**src/rtl/seg7_scan_ctrl_if.sv**
```systemverilog
// -----------------------------------------------------------------------------
// seg7_scan_ctrl_if
// Handshake and data bus between the display scan controller and the
// decimal-to-BCD converter (dec_to_4_digit).
//
// Signals (named from the controller's point of view):
//   o_conv_start  controller -> converter  one-cycle start pulse
//   o_conv_num    controller -> converter  16-bit operand, held until latch
//   i_conv_d1     converter -> controller  thousands digit
//   i_conv_d2     converter -> controller  hundreds digit
//   i_conv_d3     converter -> controller  tens digit
//   i_conv_d4     converter -> controller  units digit
//
// Modports: master = scan controller, slave = converter.
// -----------------------------------------------------------------------------
interface seg7_scan_ctrl_if;
    logic        o_conv_start;
    logic [15:0] o_conv_num;
    logic [3:0]  i_conv_d1;
    logic [3:0]  i_conv_d2;
    logic [3:0]  i_conv_d3;
    logic [3:0]  i_conv_d4;

    modport master (
        output o_conv_start,
        output o_conv_num,
        input  i_conv_d1,
        input  i_conv_d2,
        input  i_conv_d3,
        input  i_conv_d4
    );

    modport slave (
        input  o_conv_start,
        input  o_conv_num,
        output i_conv_d1,
        output i_conv_d2,
        output i_conv_d3,
        output i_conv_d4
    );
endinterface

```
**src/rtl/seg7_scan_ctrl.sv**
```systemverilog
// -----------------------------------------------------------------------------
// seg7_scan_ctrl
// Periodically samples a binary count, runs it through an external
// decimal-to-BCD converter, latches the four resulting digits and scans them
// onto a shared BCD bus with active-low anode selects.
//
// Parameters:
//   UPDATE_DIV   clk cycles between conversion requests
//   SCAN_DIV     clk cycles each digit stays enabled
//   CONV_CYCLES  clk cycles from start pulse until converter digits are valid
//
// Ports:
//   clk      system clock
//   rst      asynchronous active-high reset
//   i_num    binary value to display
//   conv     converter bus (master side): start, operand, four BCD digits
//   o_anode  active-low digit enables, bit3 = thousands, bit0 = units
//   o_digit  BCD value of the currently enabled digit
//   o_busy   conversion in progress (START, WAIT, LATCH)
//   o_ovf    last sampled i_num exceeded 9999
//
// Build option:
//   LEADING_ZERO_BLANK_EN  when defined, leading zero digits are blanked
//                          (units digit always shown); when undefined all
//                          four digits are always enabled.
// -----------------------------------------------------------------------------
module seg7_scan_ctrl #(
    parameter int UPDATE_DIV  = 120000,
    parameter int SCAN_DIV    = 12000,
    parameter int CONV_CYCLES = 24
) (
    input  logic              clk,
    input  logic              rst,
    input  logic [15:0]       i_num,
    seg7_scan_ctrl_if.master  conv,
    output logic [3:0]        o_anode,
    output logic [3:0]        o_digit,
    output logic              o_busy,
    output logic              o_ovf
);

    localparam int UPD_W  = (UPDATE_DIV  > 1) ? $clog2(UPDATE_DIV)  : 1;
    localparam int SCAN_W = (SCAN_DIV    > 1) ? $clog2(SCAN_DIV)    : 1;
    localparam int WAIT_W = (CONV_CYCLES > 1) ? $clog2(CONV_CYCLES) : 1;

    localparam logic [1:0] ST_IDLE  = 2'd0;
    localparam logic [1:0] ST_START = 2'd1;
    localparam logic [1:0] ST_WAIT  = 2'd2;
    localparam logic [1:0] ST_LATCH = 2'd3;

    function automatic logic [15:0] clamp_9999(input logic [15:0] n);
        return (n > 16'd9999) ? 16'd9999 : n;
    endfunction

    // Converter glitches or out-of-range codes must never reach the pins.
    function automatic logic [3:0] bcd_clean(input logic [3:0] d);
        return (d > 4'd9) ? 4'd0 : d;
    endfunction

`ifdef LEADING_ZERO_BLANK_EN
    // A slot is a leading zero when it and every more significant digit is 0.
    function automatic logic is_lead_zero(input logic [3:0][3:0] d,
                                          input logic [1:0]      idx);
        logic z;
        case (idx)
            2'd3:    z = (d[3] == 4'd0);
            2'd2:    z = (d[3] == 4'd0) && (d[2] == 4'd0);
            2'd1:    z = (d[3] == 4'd0) && (d[2] == 4'd0) && (d[1] == 4'd0);
            default: z = 1'b0;
        endcase
        return z;
    endfunction
`endif

    logic [UPD_W-1:0]  upd_cnt_q,  upd_cnt_d;
    logic              tick;
    logic [1:0]        state_q,    state_d;
    logic              pend_q,     pend_d;
    logic [WAIT_W-1:0] wait_cnt_q, wait_cnt_d;
    logic [15:0]       num_q,      num_d;
    logic              ovf_q,      ovf_d;
    // Index 3 = thousands ... index 0 = units, matching the scan index.
    logic [3:0][3:0]   dig_q,      dig_d;
    logic              valid_q,    valid_d;
    logic [SCAN_W-1:0] scan_cnt_q, scan_cnt_d;
    logic [1:0]        idx_q,      idx_d;
    logic [3:0]        anode_q,    anode_d;
    logic [3:0]        digit_q,    digit_d;

    // Update divider: tick on the last count, i.e. the cycle the counter wraps.
    always_comb begin
        tick      = (upd_cnt_q == UPD_W'(UPDATE_DIV - 1));
        upd_cnt_d = tick ? '0 : upd_cnt_q + 1'b1;
    end

    // Conversion sequencer. Operand and overflow are captured on the
    // IDLE->START transition so they are already valid while start is high.
    always_comb begin
        state_d    = state_q;
        pend_d     = pend_q;
        wait_cnt_d = wait_cnt_q;
        num_d      = num_q;
        ovf_d      = ovf_q;
        dig_d      = dig_q;
        valid_d    = valid_q;

        // Ticks arriving while busy (including the LATCH cycle) collapse into
        // one pending request serviced from the following IDLE cycle.
        if (tick && (state_q != ST_IDLE)) begin
            pend_d = 1'b1;
        end

        case (state_q)
            ST_IDLE: begin
                if (tick || pend_q) begin
                    state_d = ST_START;
                    pend_d  = 1'b0;
                    num_d   = clamp_9999(i_num);
                    ovf_d   = (i_num > 16'd9999);
                end
            end
            ST_START: begin
                state_d    = ST_WAIT;
                wait_cnt_d = '0;
            end
            ST_WAIT: begin
                if (wait_cnt_q == WAIT_W'(CONV_CYCLES - 1)) begin
                    state_d = ST_LATCH;
                end else begin
                    wait_cnt_d = wait_cnt_q + 1'b1;
                end
            end
            ST_LATCH: begin
                dig_d[3] = bcd_clean(conv.i_conv_d1);
                dig_d[2] = bcd_clean(conv.i_conv_d2);
                dig_d[1] = bcd_clean(conv.i_conv_d3);
                dig_d[0] = bcd_clean(conv.i_conv_d4);
                valid_d  = 1'b1;
                state_d  = ST_IDLE;
            end
            default: begin
                state_d = ST_IDLE;
            end
        endcase
    end

    // Scan: anode and digit are both computed from next-state values so they
    // change together on one edge and a fresh latch shows without a glitch.
    always_comb begin
        if (scan_cnt_q == SCAN_W'(SCAN_DIV - 1)) begin
            scan_cnt_d = '0;
            idx_d      = idx_q - 2'd1;
        end else begin
            scan_cnt_d = scan_cnt_q + 1'b1;
            idx_d      = idx_q;
        end

        anode_d = 4'b1111;
        if (valid_d) begin
            anode_d = ~(4'b0001 << idx_d);
`ifdef LEADING_ZERO_BLANK_EN
            if (is_lead_zero(dig_d, idx_d)) begin
                anode_d = 4'b1111;
            end
`endif
        end
        digit_d = dig_d[idx_d];
    end

    always_ff @(posedge clk or posedge rst) begin
        if (rst) begin
            upd_cnt_q  <= '0;
            state_q    <= ST_IDLE;
            pend_q     <= 1'b0;
            wait_cnt_q <= '0;
            num_q      <= '0;
            ovf_q      <= 1'b0;
            dig_q      <= '0;
            valid_q    <= 1'b0;
            scan_cnt_q <= '0;
            idx_q      <= 2'd0;
            anode_q    <= 4'b1111;
            digit_q    <= 4'd0;
        end else begin
            upd_cnt_q  <= upd_cnt_d;
            state_q    <= state_d;
            pend_q     <= pend_d;
            wait_cnt_q <= wait_cnt_d;
            num_q      <= num_d;
            ovf_q      <= ovf_d;
            dig_q      <= dig_d;
            valid_q    <= valid_d;
            scan_cnt_q <= scan_cnt_d;
            idx_q      <= idx_d;
            anode_q    <= anode_d;
            digit_q    <= digit_d;
        end
    end

    assign conv.o_conv_start = (state_q == ST_START);
    assign conv.o_conv_num   = num_q;
    assign o_busy            = (state_q != ST_IDLE);
    assign o_ovf             = ovf_q;
    assign o_anode           = anode_q;
    assign o_digit           = digit_q;

endmodule

```
**src/flat_wrapper.sv**
```systemverilog
// flat-port wrapper written by rule: the top's interface ports become plain ports
module seg7_scan_ctrl_flat 
#(
    parameter int UPDATE_DIV  = 120000,
    parameter int SCAN_DIV    = 12000,
    parameter int CONV_CYCLES = 24
)
  (clk, rst, i_num, o_anode, o_digit, o_busy, o_ovf, conv_o_conv_start, conv_o_conv_num, conv_i_conv_d1, conv_i_conv_d2, conv_i_conv_d3, conv_i_conv_d4);
  seg7_scan_ctrl_if conv_i ();
  input  logic clk;
  input  logic rst;
  input  logic [15:0] i_num;
  output logic [3:0] o_anode;
  output logic [3:0] o_digit;
  output logic o_busy;
  output logic o_ovf;
  output wire logic [$bits(conv_i.o_conv_start)-1:0] conv_o_conv_start;
  output wire logic [$bits(conv_i.o_conv_num)-1:0] conv_o_conv_num;
  input wire logic [$bits(conv_i.i_conv_d1)-1:0] conv_i_conv_d1;
  input wire logic [$bits(conv_i.i_conv_d2)-1:0] conv_i_conv_d2;
  input wire logic [$bits(conv_i.i_conv_d3)-1:0] conv_i_conv_d3;
  input wire logic [$bits(conv_i.i_conv_d4)-1:0] conv_i_conv_d4;
  assign conv_o_conv_start = conv_i.o_conv_start;
  assign conv_o_conv_num = conv_i.o_conv_num;
  assign conv_i.i_conv_d1 = conv_i_conv_d1;
  assign conv_i.i_conv_d2 = conv_i_conv_d2;
  assign conv_i.i_conv_d3 = conv_i_conv_d3;
  assign conv_i.i_conv_d4 = conv_i_conv_d4;
  seg7_scan_ctrl #(.UPDATE_DIV(UPDATE_DIV), .SCAN_DIV(SCAN_DIV), .CONV_CYCLES(CONV_CYCLES)) u_core (.clk(clk), .rst(rst), .i_num(i_num), .conv(conv_i), .o_anode(o_anode), .o_digit(o_digit), .o_busy(o_busy), .o_ovf(o_ovf));
endmodule
```
**config.mk**
```make
export PLATFORM = sky130hd
export DESIGN_NAME = seg7_scan_ctrl_flat
export DESIGN_NICKNAME = d
export VERILOG_FILES = /design/src/rtl/seg7_scan_ctrl_if.sv /design/src/rtl/seg7_scan_ctrl.sv /design/src/flat_wrapper.sv
export SDC_FILE = /design/constraint.sdc
export NUM_CORES = 1
export LEC_CHECK = 0
export CAP_MARGIN = 10
export CORE_AREA = 2 2 93 95
export CTS_CLUSTER_SIZE = 30
export DETAILED_ROUTE_END_ITERATION = 8
export DIE_AREA = 0 0 95 97
export PLACE_DENSITY = 0.71
export SLEW_MARGIN = 20
export SYNTH_ARGS = -nofsm -noshare
export SYNTH_HDL_FRONTEND = slang
export SYNTH_SLANG_ARGS = --single-unit
```
**constraint.sdc**
```tcl
create_clock -name clk -period 2.98 [get_ports clk]
set_clock_uncertainty 0.15 [all_clocks]
set_input_delay 0.596 -clock clk [delete_from_list [all_inputs] [get_ports clk]]
set_output_delay 0.596 -clock clk [all_outputs]
set_load 0.005 [all_outputs]
```
==> results.toml, run 1 <==
[timing]
holdWs_ns = 0.335
fmax_mhz = 417
finalSetupViolations = 0
slew_violations = 0
max-slew-margin-rel = 0.510
period_share = 0.806
hold_viol = 0
worst_slack_ns = 0.579
rsz0062_at_grt = "false"
finalCriticalPeriod_ns = 2.40
tightest_slew_ns = 0.734
tns_ns = 0

[logic_synthesis]
netlist_top_cells_area = "dfrtp_1, xor2_1, nand3_1"
syn_nets = 415
yosysTopAreaCellShare = 0.512
ys.flop_type = "dfrtp_1"
post_synth.cell_area_avg_um2 = 10.3
yosysUniqueCellTypes = 48
synth-seq-cells = 83
async_flop_share = 1.00
synth_top_cell_by_area = "dfrtp_1"
syn_inst = 374
ys_warn_count = 0
synth_edf_count = 0
yosysSeqAreaShare = 0.540
synth_area_um2 = 3860

[critical_path]
r2r-start = "u_core.upd_cnt_q[13]"
cp_cell_sequence = "inv_1, ha_1, inv_1, clkdlybuf4s50_1"
start_kind = "register"
endpoint = "o_busy"
r2r_end = "u_core.state_q[1]"
worst_path_largest_cell_delay_ns = 0.52
cp.required_ns = 2.23
path_class = "reg2out"
reg2reg_depth = 5
crit_fanout = 4
path_common_cell = "inv_1"
arrival_ns = 1.65
r2r_slack_ns = 0.58
cp_slowest_cell = "clkdlybuf4s50_1"
startpoint = "u_core.state_q[0]"
worst_setup_path_end_kind = "output port"

[drt]
drc = 0
antenna_left = 0
wire_per_inst_um = 14.9
avgViaCountPerCell = 5.35
drtPass1Iterations = 6
vias = 2915
totalWireLength_um = 8120
first_iter_violations = 132

[layout]
area_growth_syn_to_layout_pct = 24.3
final_area_um2 = 4800
mostFrequentLayoutCells = "dfrtp_1, clkdlybuf4s50_1, nand2_1"
final_common_cell = "dfrtp_1"
diodes = 0
drive_above_1_share = 0.0841
nets = 477

[hold_path]
hold_class = "reg2reg"

[clock_tree]
cts-root-buf = "clkbuf_8"
numCtsBuffers = 9
path_clk_slew_ns = 0.08
postCtsSetupRepairBufs = 0
cts_tree = "done"
ctsResizeCount = 0
clock_latency_ns = 0.34
hold_buffers = 0
cts-htree-levels = 3
cts_buffer_depth = 2
numClockSinks = 83

[global_route]
grt_max_degree = 44
antenna_found_initial = 0
grt_overflow = 0
grt_pass1_wl_um = 13600
gr-usage-all-layers = 0.185
grt_pass1_vias = 2905

[power_and_ir_drop]
power.leakage_nw = 2.05
power_mw = 2.07
ir_worst_vdd_mv = 0.275
power_density_nw_per_um2 = 431

[job]
drv_cap = 0

[place]
post-dp-hpwl_um = 5600
pre_cts_slack_ns = 0.433
dpl_cell_area_um2 = 4590
gp_congestion = 0.810
portBuffers = 60

[floorplanning]
initial_core_util = 0.474
io_pins = 61
core_um2 = 8130
rows = 33
dieArea_um2 = 9220
die_h_um = 97
die_w_um = 95

[run_status]
status = "finished, final reports clean"
[state kept, by name (all words and copies together) (netlist names)]
signal                  flops
u_core.scan_cnt_q          14
u_core.conv.o_conv_num     16
u_core.o_digit              4
u_core.o_ovf                1
u_core.state_q              2
u_core.upd_cnt_q           17
u_core.o_anode              4
u_core.idx_q                2
u_core.dig_q               16
u_core.valid_q              1
u_core.pend_q               1
u_core.wait_cnt_q           5
[layout make-up]
type	instances	area [µm²]
Clock buffer	10	128
Clock inverter	5	78.8
Fill cell	710	3340
Inverter	21	80.1
Multi-Input combinational cell	255	1640
Sequential cell	83	2080
Tap cell	105	131
Timing Repair Buffer	66	658
[routing by layer]
layer  up-vias  routed length (µm)  part of all wire  global-route usage
li1       1422                   -                 -                   -
met5         -                   0                 0                   0
met4         0                 113             0.014              0.0602
met2        66                3890              0.48               0.296
met1      1416                3740              0.46               0.250
met3        11                 372             0.046              0.0397
[cells in the mapped netlist, drive strengths merged, types with 3 or more instances]
master   number
a21oi        22
a22o          4
a31o          3
and2          3
and3          5
and4          4
buf           3
clkbuf       12
dfrtp        79
dfstp         4
ha            7
inv          20
nand2        35
nand2b        3
nand3        32
nand4         5
nor2         34
nor2b         7
nor3          4
nor4          3
o211ai        5
o21ai        16
o2bb2ai       7
o32ai         4
xnor2        11
xor2         18
[report_power, final]
part / internal, mW / switching (mW)
Sequential: 1.13 / 0.000225
Clock: 0.467 / 0.386
Combinational: 0.0466 / 0.0414
[metrics by stage]
stage               utilization  std cells
finish                    0.590        545
global route              0.590        545
CTS                       0.590        545
detailed placement        0.564        530
global placement          0.564        530
floorplan                     -        374
[cells by family after synthesis]
kind of cell / count (synthesis) / share of synthesized area
AO/OA/AOI/OAI: 70 / 0.119
XOR/XNOR: 29 / 0.0658
adder cells (fa/ha/maj): 7 / 0.0227
buffers and inverters: 36 / 0.0360
flip-flops: 83 / 0.540
multiplexers: 6 / 0.0237
AND/OR/NAND/NOR: 143 / 0.193
[worst min path at each step]
stage / from / end / slack [ns] / depth (start not counted)
floorplan: u_core.upd_cnt_q[0] / u_core.upd_cnt_q[0] / 0.30 / 1
global placement: u_core.conv.o_conv_num[15] / u_core.conv.o_conv_num[15] / 0.32 / 1
detailed placement: u_core.conv.o_conv_num[14] / u_core.conv.o_conv_num[14] / 0.32 / 1
CTS: u_core.conv.o_conv_num[14] / u_core.conv.o_conv_num[14] / 0.34 / 1
global route: u_core.conv.o_conv_num[6] / u_core.conv.o_conv_num[6] / 0.35 / 1
finish: u_core.conv.o_conv_num[14] / u_core.conv.o_conv_num[14] / 0.34 / 1
[critical path: cells and delay by family, from the launching register on]
kind	cells	cell delay, ns
buffers and inverters	3	0.69
DFF	1	0.41
adders and majority gates	1	0.21
Note: power is estimated with default switching activity, not from simulation.
==> run 2: changes to the inputs <==
CORE_AREA = 2 2 89 91   (was 2 2 93 95)
DIE_AREA = 0 0 91 93   (was 0 0 95 97)
PLACE_DENSITY = 0.74   (was 0.71)
clock period = 2.4 ns   (was 2.98 ns; I/O delays follow)
==> run 2 against run 1 <==
Critical path depth did not move. Wire length decreased by 4.3%. Worst hold slack is essentially flat. Non-clock buffer count rose by 8.
==> results.toml, run 2 (synthesis results as in run 1) <==
[run_status]
status = "finished, final reports clean"

[drt]
totalWireLength_um = 7770
drtPass1Iterations = 4
vias = 2983
first_iter_violations = 149
antenna_left = 0
drc = 0
avgViaCountPerCell = 5.41
wire_per_inst_um = 14.1

[place]
dp.cells = 535
pre_cts_slack_ns = 0.125
portBuffers = 60
gp_congestion = 0.775
post-dp-hpwl_um = 5710

[power_and_ir_drop]
power_mw = 2.78
p_clk_frac = 0.455
switchingPower_uw = 522
power.leakage_nw = 2.12
swShare = 0.188
internal_power_mw = 2.26
seq_power_share = 0.503
power_density_nw_per_um2 = 564
ir_worst_vdd_mv = 0.291
comb_power_share = 0.042

[floorplanning]
core_um2 = 7530
rows = 32
io_pins = 61
die_h_um = 93
die_w_um = 91
initial_core_util = 0.513
dieArea_um2 = 8460

[timing]
fmax_mhz = 434
hold_viol = 0
tightest_slew_ns = 0.563
finalSetupViolations = 0
slew_violations = 0
period_share = 0.960
tns_ns = 0
max-slew-margin-rel = 0.622
finalCriticalPeriod_ns = 2.30
rsz0062_at_grt = "false"
worst_slack_ns = 0.0962

[layout]
largest_reg_flops = 17
mostFrequentLayoutCells = "dfrtp_1, clkdlybuf4s50_1, nand2_1"
diodes = 0
area_growth_syn_to_layout_pct = 27.9
final_common_cell = "dfrtp_1"
nets = 485
final_util = 0.655
stdcell_count = 551
drive_above_1_share = 0.102
num-fill-cells = 618
top_register = "u_core.upd_cnt_q"

[global_route]
grt_pass1_wl_um = 13500
antenna_found_initial = 0
grt_max_degree = 24
grt_overflow = 0
grt_pass1_vias = 2941
gr-usage-all-layers = 0.197

[critical_path]
arrival_ns = 1.67
cp.required_ns = 1.77
crit_fanout = 4
start_kind = "register"
worst_setup_path_end_kind = "output port"
path_class = "reg2out"

[clock_tree]
cts-root-buf = "clkbuf_8"
cts-htree-levels = 3
numClockSinks = 83
path_clk_slew_ns = 0.08
cts_buffer_depth = 2
clock_latency_ns = 0.34
cts_tree = "done"
numCtsBuffers = 9

[hold_path]
hold_class = "reg2reg"

[job]
drv_cap = 0
run 2: cell types whose count changed in the layout (fill, tap and decap cells not counted), sizes merged:
cell / delta
buf: +8
clkinv: -3
bufinv: +2
clkbuf: +1
clkinvlp: +1
run 2: power by group through the flow:
stage | Sequential [mW] | Clock [mW] | Combinational, mW
2_1_floorplan | 1.43 | 0 | 0.0326
3_3_place_gp | 1.43 | 0 | 0.119
3_5_place_dp | 1.43 | 0 | 0.120
4_1_cts | 1.40 | 1.29 | 0.121
5_1_grt | 1.40 | 1.35 | 0.130
6_report | 1.40 | 1.26 | 0.118
run 2: worst max-delay path: stages, from the launching register on:
cell and delay, ns:
dfrtp_1 0.41, inv_1 0.08, ha_1 0.21, inv_1 0.10
clkdlybuf4s50_1 0.53
run 2: path summary, 6_finish.rpt:
path / from / endpoint / slack, ns / depth (start not counted)
min in group asynchronous: rst / u_core.dig_q[3] / 0.38 / 2
worst max register to register: u_core.scan_cnt_q[0] / u_core.o_digit[1] / 0.23 / 6
worst min register to register: u_core.conv.o_conv_num[14] / u_core.conv.o_conv_num[14] / 0.34 / 1
worst max-delay path: u_core.state_q[0] / o_busy / 0.1 / 4
max in group asynchronous: rst / u_core.scan_cnt_q[2] / 1.24 / 3
worst min-delay path: u_core.conv.o_conv_num[14] / u_core.conv.o_conv_num[14] / 0.34 / 1
run 2: area by class of cell:
cell class	instances	area, µm²	share of cell area
Tap cell	102	128	0.0259
Clock buffer	11	131	0.0266
Multi-Input combinational cell	255	1640	0.333
Clock inverter	5	125	0.0254
Timing Repair Buffer	74	743	0.151
Sequential cell	83	2080	0.422
Inverter	21	82.6	0.0167
run 2: per-layer routing:
| metal | track usage | part of all wire |
|---|---|---|
| met5 | 0 | 0 |
| met4 | 0.0644 | 0.012 |
| met3 | 0.0355 | 0.048 |
| met2 | 0.334 | 0.49 |
| met1 | 0.259 | 0.45 |
run 2: per-stage QoR:
stage	hold WS [ns]	instance area, µm²
final	0.336	4930
after global placement	0.322	4670
after detailed placement	0.321	4670
after floorplan	0.305	3860
after global routing	0.368	4930
after CTS	0.343	4930
run 2: what timing repair did:
action / in CTS / in global routing
hold buffers: 0 / 0
resized for setup: 0 / 1
buffers inserted: 0 / 0
endpoints found under the hold margin: 0 / 0
setup endpoints to repair: 0 / 1
